**src/rtl/stream_stall_injector.sv**
```systemverilog
// Pass-through ready/valid stage that gates the handshake with pseudo-random
// stall windows. An LFSR makes every stall decision, so a fixed seed always
// gives the same stall pattern. The data path has no storage and adds no latency.
//
// Ports:
//   clk_i        clock
//   rst_ni       asynchronous reset, active-low (also suppresses stalling)
//   enable_i     stall injection enable; low = pure pass-through
//   valid_i      upstream valid          ready_o  upstream ready
//   data_i       upstream payload        data_o   downstream payload (= data_i)
//   valid_o      downstream valid        ready_i  downstream ready
//   stalling_o   a stall is applied in the current cycle
//   stall_cnt_o  saturating count of stalled cycles
module stream_stall_injector #(
    parameter int unsigned DataWidth      = 32,
    parameter int unsigned StallThreshold = 64,
    parameter int unsigned StallLenWidth  = 3,
    parameter int unsigned CntWidth       = 32,
    parameter logic [15:0] LfsrSeed       = 16'hACE1
) (
    input  logic                 clk_i,
    input  logic                 rst_ni,
    input  logic                 enable_i,
    input  logic                 valid_i,
    output logic                 ready_o,
    input  logic [DataWidth-1:0] data_i,
    output logic                 valid_o,
    input  logic                 ready_i,
    output logic [DataWidth-1:0] data_o,
    output logic                 stalling_o,
    output logic [CntWidth-1:0]  stall_cnt_o
);

    // An all-zero seed would lock the LFSR, so it is replaced.
    localparam logic [15:0] Seed   = (LfsrSeed == 16'h0000) ? 16'h0001 : LfsrSeed;
    localparam logic [8:0]  Thresh = 9'(StallThreshold);

    typedef enum logic {
        PASS  = 1'b0,
        STALL = 1'b1
    } state_e;

    state_e                   state_q, state_d;
    logic [StallLenWidth-1:0] len_q, len_d;
    logic [15:0]              lfsr_q, lfsr_d;
    logic                     hold_q, hold_d;
    logic [CntWidth-1:0]      cnt_q, cnt_d;

    logic                     lfsr_fb;
    logic                     below_thr;
    logic                     start_c;
    logic                     stalling_c;
    logic [StallLenWidth-1:0] len_m1;

    // Stall decision: only registered state plus enable, never ready_i/valid_i.
    always_comb begin
        lfsr_fb    = lfsr_q[15] ^ lfsr_q[13] ^ lfsr_q[12] ^ lfsr_q[10];
        below_thr  = {1'b0, lfsr_q[7:0]} < Thresh;
        len_m1     = lfsr_q[8 +: StallLenWidth];
        start_c    = (state_q == PASS) & rst_ni & enable_i & ~hold_q & below_thr;
        stalling_c = rst_ni & enable_i & ((state_q == STALL) | start_c);
    end

    // Handshake gating; the payload is a straight wire.
    always_comb begin
        valid_o     = valid_i & ~stalling_c;
        ready_o     = ready_i & ~stalling_c;
        data_o      = data_i;
        stalling_o  = stalling_c;
        stall_cnt_o = cnt_q;
    end

    // Next-state logic. len_q holds the stall cycles left after the current one.
    always_comb begin
        state_d = state_q;
        len_d   = len_q;
        lfsr_d  = lfsr_q;
        hold_d  = valid_o & ~ready_i;
        cnt_d   = cnt_q;

        if (enable_i) begin
            lfsr_d = {lfsr_q[14:0], lfsr_fb};
        end

        if (!enable_i) begin
            state_d = PASS;
            len_d   = '0;
        end else if (state_q == STALL) begin
            len_d = len_q - StallLenWidth'(1);
            if (len_q == StallLenWidth'(1)) begin
                state_d = PASS;
            end
        end else if (start_c && (len_m1 != '0)) begin
            // A one-cycle stall is covered entirely by the start cycle.
            state_d = STALL;
            len_d   = len_m1;
        end

        if (stalling_c && (cnt_q != '1)) begin
            cnt_d = cnt_q + CntWidth'(1);
        end
    end

    // State register.
    always_ff @(posedge clk_i or negedge rst_ni) begin
        if (!rst_ni) begin
            state_q <= PASS;
            len_q   <= '0;
            lfsr_q  <= Seed;
            hold_q  <= 1'b0;
            cnt_q   <= '0;
        end else begin
            state_q <= state_d;
            len_q   <= len_d;
            lfsr_q  <= lfsr_d;
            hold_q  <= hold_d;
            cnt_q   <= cnt_d;
        end
    end

endmodule

```
**config.mk**
```make
export PLATFORM = sky130hd
export DESIGN_NAME = stream_stall_injector
export DESIGN_NICKNAME = d
export VERILOG_FILES = /design/src/rtl/stream_stall_injector.sv
export SDC_FILE = /design/constraint.sdc
export NUM_CORES = 1
export LEC_CHECK = 0
export CAP_MARGIN = 20
export CORE_MARGIN = 2
export CORE_UTILIZATION = 45
export DETAILED_ROUTE_END_ITERATION = 16
export PLACE_DENSITY_LB_ADDON = 0.2
export SLEW_MARGIN = 20
export SYNTH_ARGS = -nofsm -noshare
export SYNTH_HDL_FRONTEND = slang
export SYNTH_SLANG_ARGS = --single-unit
```
**constraint.sdc**
```tcl
create_clock -name clk_i -period 2.4 [get_ports clk_i]
set_input_delay 0.24 -clock clk_i [delete_from_list [all_inputs] [get_ports clk_i]]
set_output_delay 0.24 -clock clk_i [all_outputs]
set_load 0.005 [all_outputs]
```
# Yosys cells after proc, flatten, opt, wreduce, memory -nomap -nowiden
# Index checks and enable logic that the tools add are counted.
# totals
ff_bits	53
latch_bits	0
ramBits	0
mem_bits_ro	0
in_bits	37
output_inout_bits	67
elab_cells	38
mem_count	0
# classes
addsub	2
multipliers	0
div	0
magnitude_cmp	1
eq_ne	3
shifts	0
n_mux	7
n_bitwise	17
reduce_logical	3
# ops
cell	count
$add 32x1->32 const B	1
$ne 32x32->1 const B	1
$and 1x1->1	9
$mux 3	3
$lt 8x7->1 const B	1
$mux 1	4
$not 1->1	4
$eq 3x1->1 const B	1
$ne 3x1->1 const B	1
$reduce_bool 3->1	1
$sub 3x1->3 const B	1
$xor 1x1->1	3
$logic_and 1x1->1	2
$or 1x1->1	1

# Depth between registers and ports, before layout
# logic_depth
ltp_word	10
ltp_mapped	9
depth_no_buf	6

# Worst setup path after synthesis
# No wires, ideal clock.
# synth_timing
path_type	register to register
start	register cnt_q[0], in the netlist stall_cnt_o[0]
end	register cnt_q[7], in the netlist stall_cnt_o[7]
setup_time_ns	0.138
arrival_time_ns	1.832
required_time_ns	2.262
slack_ns	0.430
path_stages_with_launch	8
n_path_buf	1
period_less_slack_ns	1.970
path_cell_list	dfrtp_1 > ha_1 > nand3_1 > nor3_1 > and3_2 > buf_6 > nor4_1 > xor2_1
# synth_via
elab_chain_cells	2
elab_cells_between_ends	3
cone_classes	add/sub: 1; eq/ne: 1; reduce/logical: 1
# synth_rtl
element	line_no	source
start, declared	47	logic [CntWidth-1:0] cnt_q, cnt_d;
start signal, assigned	117	cnt_q <= cnt_d;
parallel branches: the longest is 2 deep, another holds $add 32x1->32	-	
# Parallel ways; which one is timed is not known.
# A chain may end at the register's enable or synchronous reset.

# Final worst setup path
# layout_timing
start	register lfsr_q[7]
end	output stalling_o
# layout_via
elab_chain_cells	4
# layout_rtl
element	line_no	source
start, declared	45	logic [15:0] lfsr_q, lfsr_d;
start signal, assigned	115	lfsr_q <= lfsr_d;
$lt 8x7->1	58	below_thr = {1'b0, lfsr_q[7:0]} < Thresh;
$and 1x1->1	60	start_c = (state_q == PASS) & rst_ni & enable_i & ~hold_q & below_thr;
$or 1x1->1	61	stalling_c = rst_ni & enable_i & ((state_q == STALL) | start_c);
$and 1x1->1	61	
end, declared	30	output logic stalling_o,
# Every way passes these cells.

==> metrics.csv <==
stage,metric,value,unit
power_and_ir_drop,total_power,2.460,mW
setup_path,critPathKind,reg2out,
drt,drt-pass1-iter-count,4,
drt,drc,0,
sta,tns,0,ns
sta,rsz0062_at_grt,false,
drt,routedWlPerCell,15.64,um
finish,fin_util,51.56,%
setup_path,arrival,2.03,ns
logic_synthesis,yosysTopAreaCell,dfrtp_1,
sta,period_share,94.58,%
floorplan,initial_utilization,45.71,%
logic_synthesis,ys_top_cells_by_area,"dfrtp_1 (39%), buf_4 (8.7%), dfstp_2 (7.4%), mux2_2 (6.7%), xor2_1 (6.1%)",
global_routing,first_global_vias,1848,
sta,fin_skew,0.007511,ns
logic_synthesis,synthArstFlopShare,100.0,%
finish,multi_input_area,1205,um^2
clock_network,cts_tree,done,
logic_synthesis,synth_top_area_share,39.47,%
sta,final_max_slew_viol_count,0,
power_and_ir_drop,p_leak,1.362,nW
hold_path,hold_class,in2async,
setup_path,max_stage_delay,0.52,ns
power_and_ir_drop,cell_internal_pwr,1.778,mW
drt,drtIter0Drc,145,
place,gp_congestion,0.7672,
place,portBuffers,39,
clock_network,clock_latency,0.30,ns
global_routing,overflow,0,
setup_path,required,2.16,ns
logic_synthesis,synth_seq_cells,53,
clock_network,postCtsSetupBuffers,0,
global_routing,grt_use_total,16.46,%
power_and_ir_drop,peakVddDrop,0.4788,mV
logic_synthesis,netlist_area,2853,um^2
sta,finalCriticalPeriod,2.270,ns
logic_synthesis,ys_seq_area_share,46.84,%
finish,seq_area,1336,um^2
logic_synthesis,synth_cell_types,44,
logic_synthesis,synthesis.nets,303,
drt,routed_via_density,5.327,
power_and_ir_drop,power_density,764.3,nW/um^2
floorplan,io_pins,104,
job,cap_violations,0,
finish,areaGrowthSynthToFinish,12.81,%
clock_network,h-tree-depth,2,
logic_synthesis,synth_edf_count,0,
setup_path,worstPathMaxFanout,17,
global_routing,antenna_found_initial,0,
power_and_ir_drop,p_sw_share,27.72,%
logic_synthesis,synth.most_common_cell,dfrtp_1,
sta,hold_slack,0.07892,ns
floorplan,die_y,83.62,um
setup_path,critPathBufInv,2,
run_status,status,completed,
setup_path,end_kind,output port,
power_and_ir_drop,seqPwrFrac,53.3,%
setup_path,crit_family,buffers and inverters,
setup_path,cp-start-kind,flip-flop,
sta,timing.max_slew.rel_slack,55.52,%
clock_network,path_clk_slew,0.10,ns
global_routing,grt_first_pass_wirelength,9266,um
place,dp.final_hpwl,3840,um
setup_path,crit_chain,or3_1 -> a21o_4 -> inv_6 -> clkdlybuf4s50_1,
finish,nNetsFinal,317,
floorplan,fp-row-count,29,
finish,fill_cells,581,
clock_network,cts.sinks,53,
global_routing,grt_max_degree,54,
drt,detail-route-antenna-nets,0,
clock_network,cts-root-buf,clkbuf_8,
floorplan,die_w,83.62,um
clock_network,cts_buffers,5,
finish,fin_area,3218,um^2
power_and_ir_drop,power_frac_clock,24.8,%
sta,final_hold_viol_count,0,
sta,worstMarginPinSlew,0.6672,ns
floorplan,die_area,6992,um^2
logic_synthesis,synth_ff_type,dfrtp_1,
sta,fmax,440.6,MHz
power_and_ir_drop,combPwrFrac,21.9,%
finish,final_layout_size_suffix_gt1_share,18.71,%
logic_synthesis,syn_area_per_cell,10.85,um^2
sta,finalSetupViolCount,0,
drt,num_vias,1891,
finish,n_antenna_cell,0,
power_and_ir_drop,switchingPower,0.6818,mW
logic_synthesis,synth_warnings,0,
floorplan,core_area,6241,um^2
logic_synthesis,syn_inst,263,
place,placed_area,3097,um^2
clock_network,ctsHoldBuffers,0,
drt,drt_wl_total,5552,um
setup_path,crit_slowest_cell,clkdlybuf4s50_1,
clock_network,cts_buffer_depth,2,
logic_synthesis,ys_top_cells_by_count,"dfrtp_1 (45), buf_4 (33), xor2_1 (20)",
-- per-stage QoR --
stage               setup WS (ns)  cells
finish                     0.1301    355
global route              0.02904    355
CTS                       0.04007    355
detailed placement         0.2932    347
global placement           0.3026    347
floorplan                  0.4303    263
-- worst paths after layout --
check	start	to	slack, ns	cells after the start
max	lfsr_q[7]	stalling_o	0.13	4
min	rst_ni	stall_cnt_o[13]	0.08	2
max reg2reg	lfsr_q[7]	stall_cnt_o[1]	0.43	4
min reg2reg	stall_cnt_o[23]	stall_cnt_o[23]	0.49	1
max in group asynchronous	rst_ni	stall_cnt_o[12]	1.88	2
min in group clk_i	data_i[20]	data_o[20]	0.48	0
-- power groups by stage --
stage	combinational (mW)	clock [mW]	sequential, mW
CTS	0.544	0.630	1.31
global route	0.603	0.671	1.35
finish	0.539	0.611	1.31
floorplan	0.408	0	1.29
detailed placement	0.541	0	1.33
global placement	0.534	0	1.33
-- per-layer routing --
metal  vias up  track usage, %  share of wire (%)
met5         -               0                  0
li1        917               -                  -
met3         2           4.847                4.6
met1       917           23.29                 48
met2        55           24.80                 47
met4         0           4.399               0.38
-- cell type report --
type / instances / area share [%]
Sequential cell: 53 / 41.52
Multi-Input combinational cell: 163 / 37.44
Timing Repair Buffer: 45 / 13.37
Inverter: 9 / 1.205
Tap cell: 77 / 2.994
Clock inverter: 2 / 1.205
Clock buffer: 6 / 2.255
-- placed cells by master (no fill, tap or decap), types with 9 or more instances in the layout --
cell and n:
nor3_1 9, mux2_2 17, dfrtp_1 45, nand2_1 14, xor2_1 20, nor2_1 15
nand3_1 15, xnor2_1 11, nand4_1 14, clkdlybuf4s50_1 38
-- logic make-up (layout without fill, tap and decap cells) --
| group | count (synthesis) | after routing | share of synthesized area [%] |
|---|---|---|---|
| DFF | 53 | 53 | 46.84 |
| adders and majority gates | 3 | 3 | 1.316 |
| muxes | 18 | 18 | 7.061 |
| xor gates and xnor gates | 31 | 31 | 9.518 |
| and+or+nand+nor | 94 | 94 | 18.82 |
| AOI/OAI and AO/OA | 17 | 17 | 5.263 |
| buffers and inverters | 47 | 62 | 11.18 |
-- sequential cells by signal, summed over array words and instances, names as in the netlist --
name,flops
lfsr_q,16
len_q,3
stall_cnt_o,32
hold_q,1
state_q,1
-- repair_timing --
action / in CTS / in global routing
setup endpoints to repair: 1 / 1
endpoints found under the hold margin: 0 / 0
gates resized for setup: 1 / 2
(Power assumes the default switching activity.)
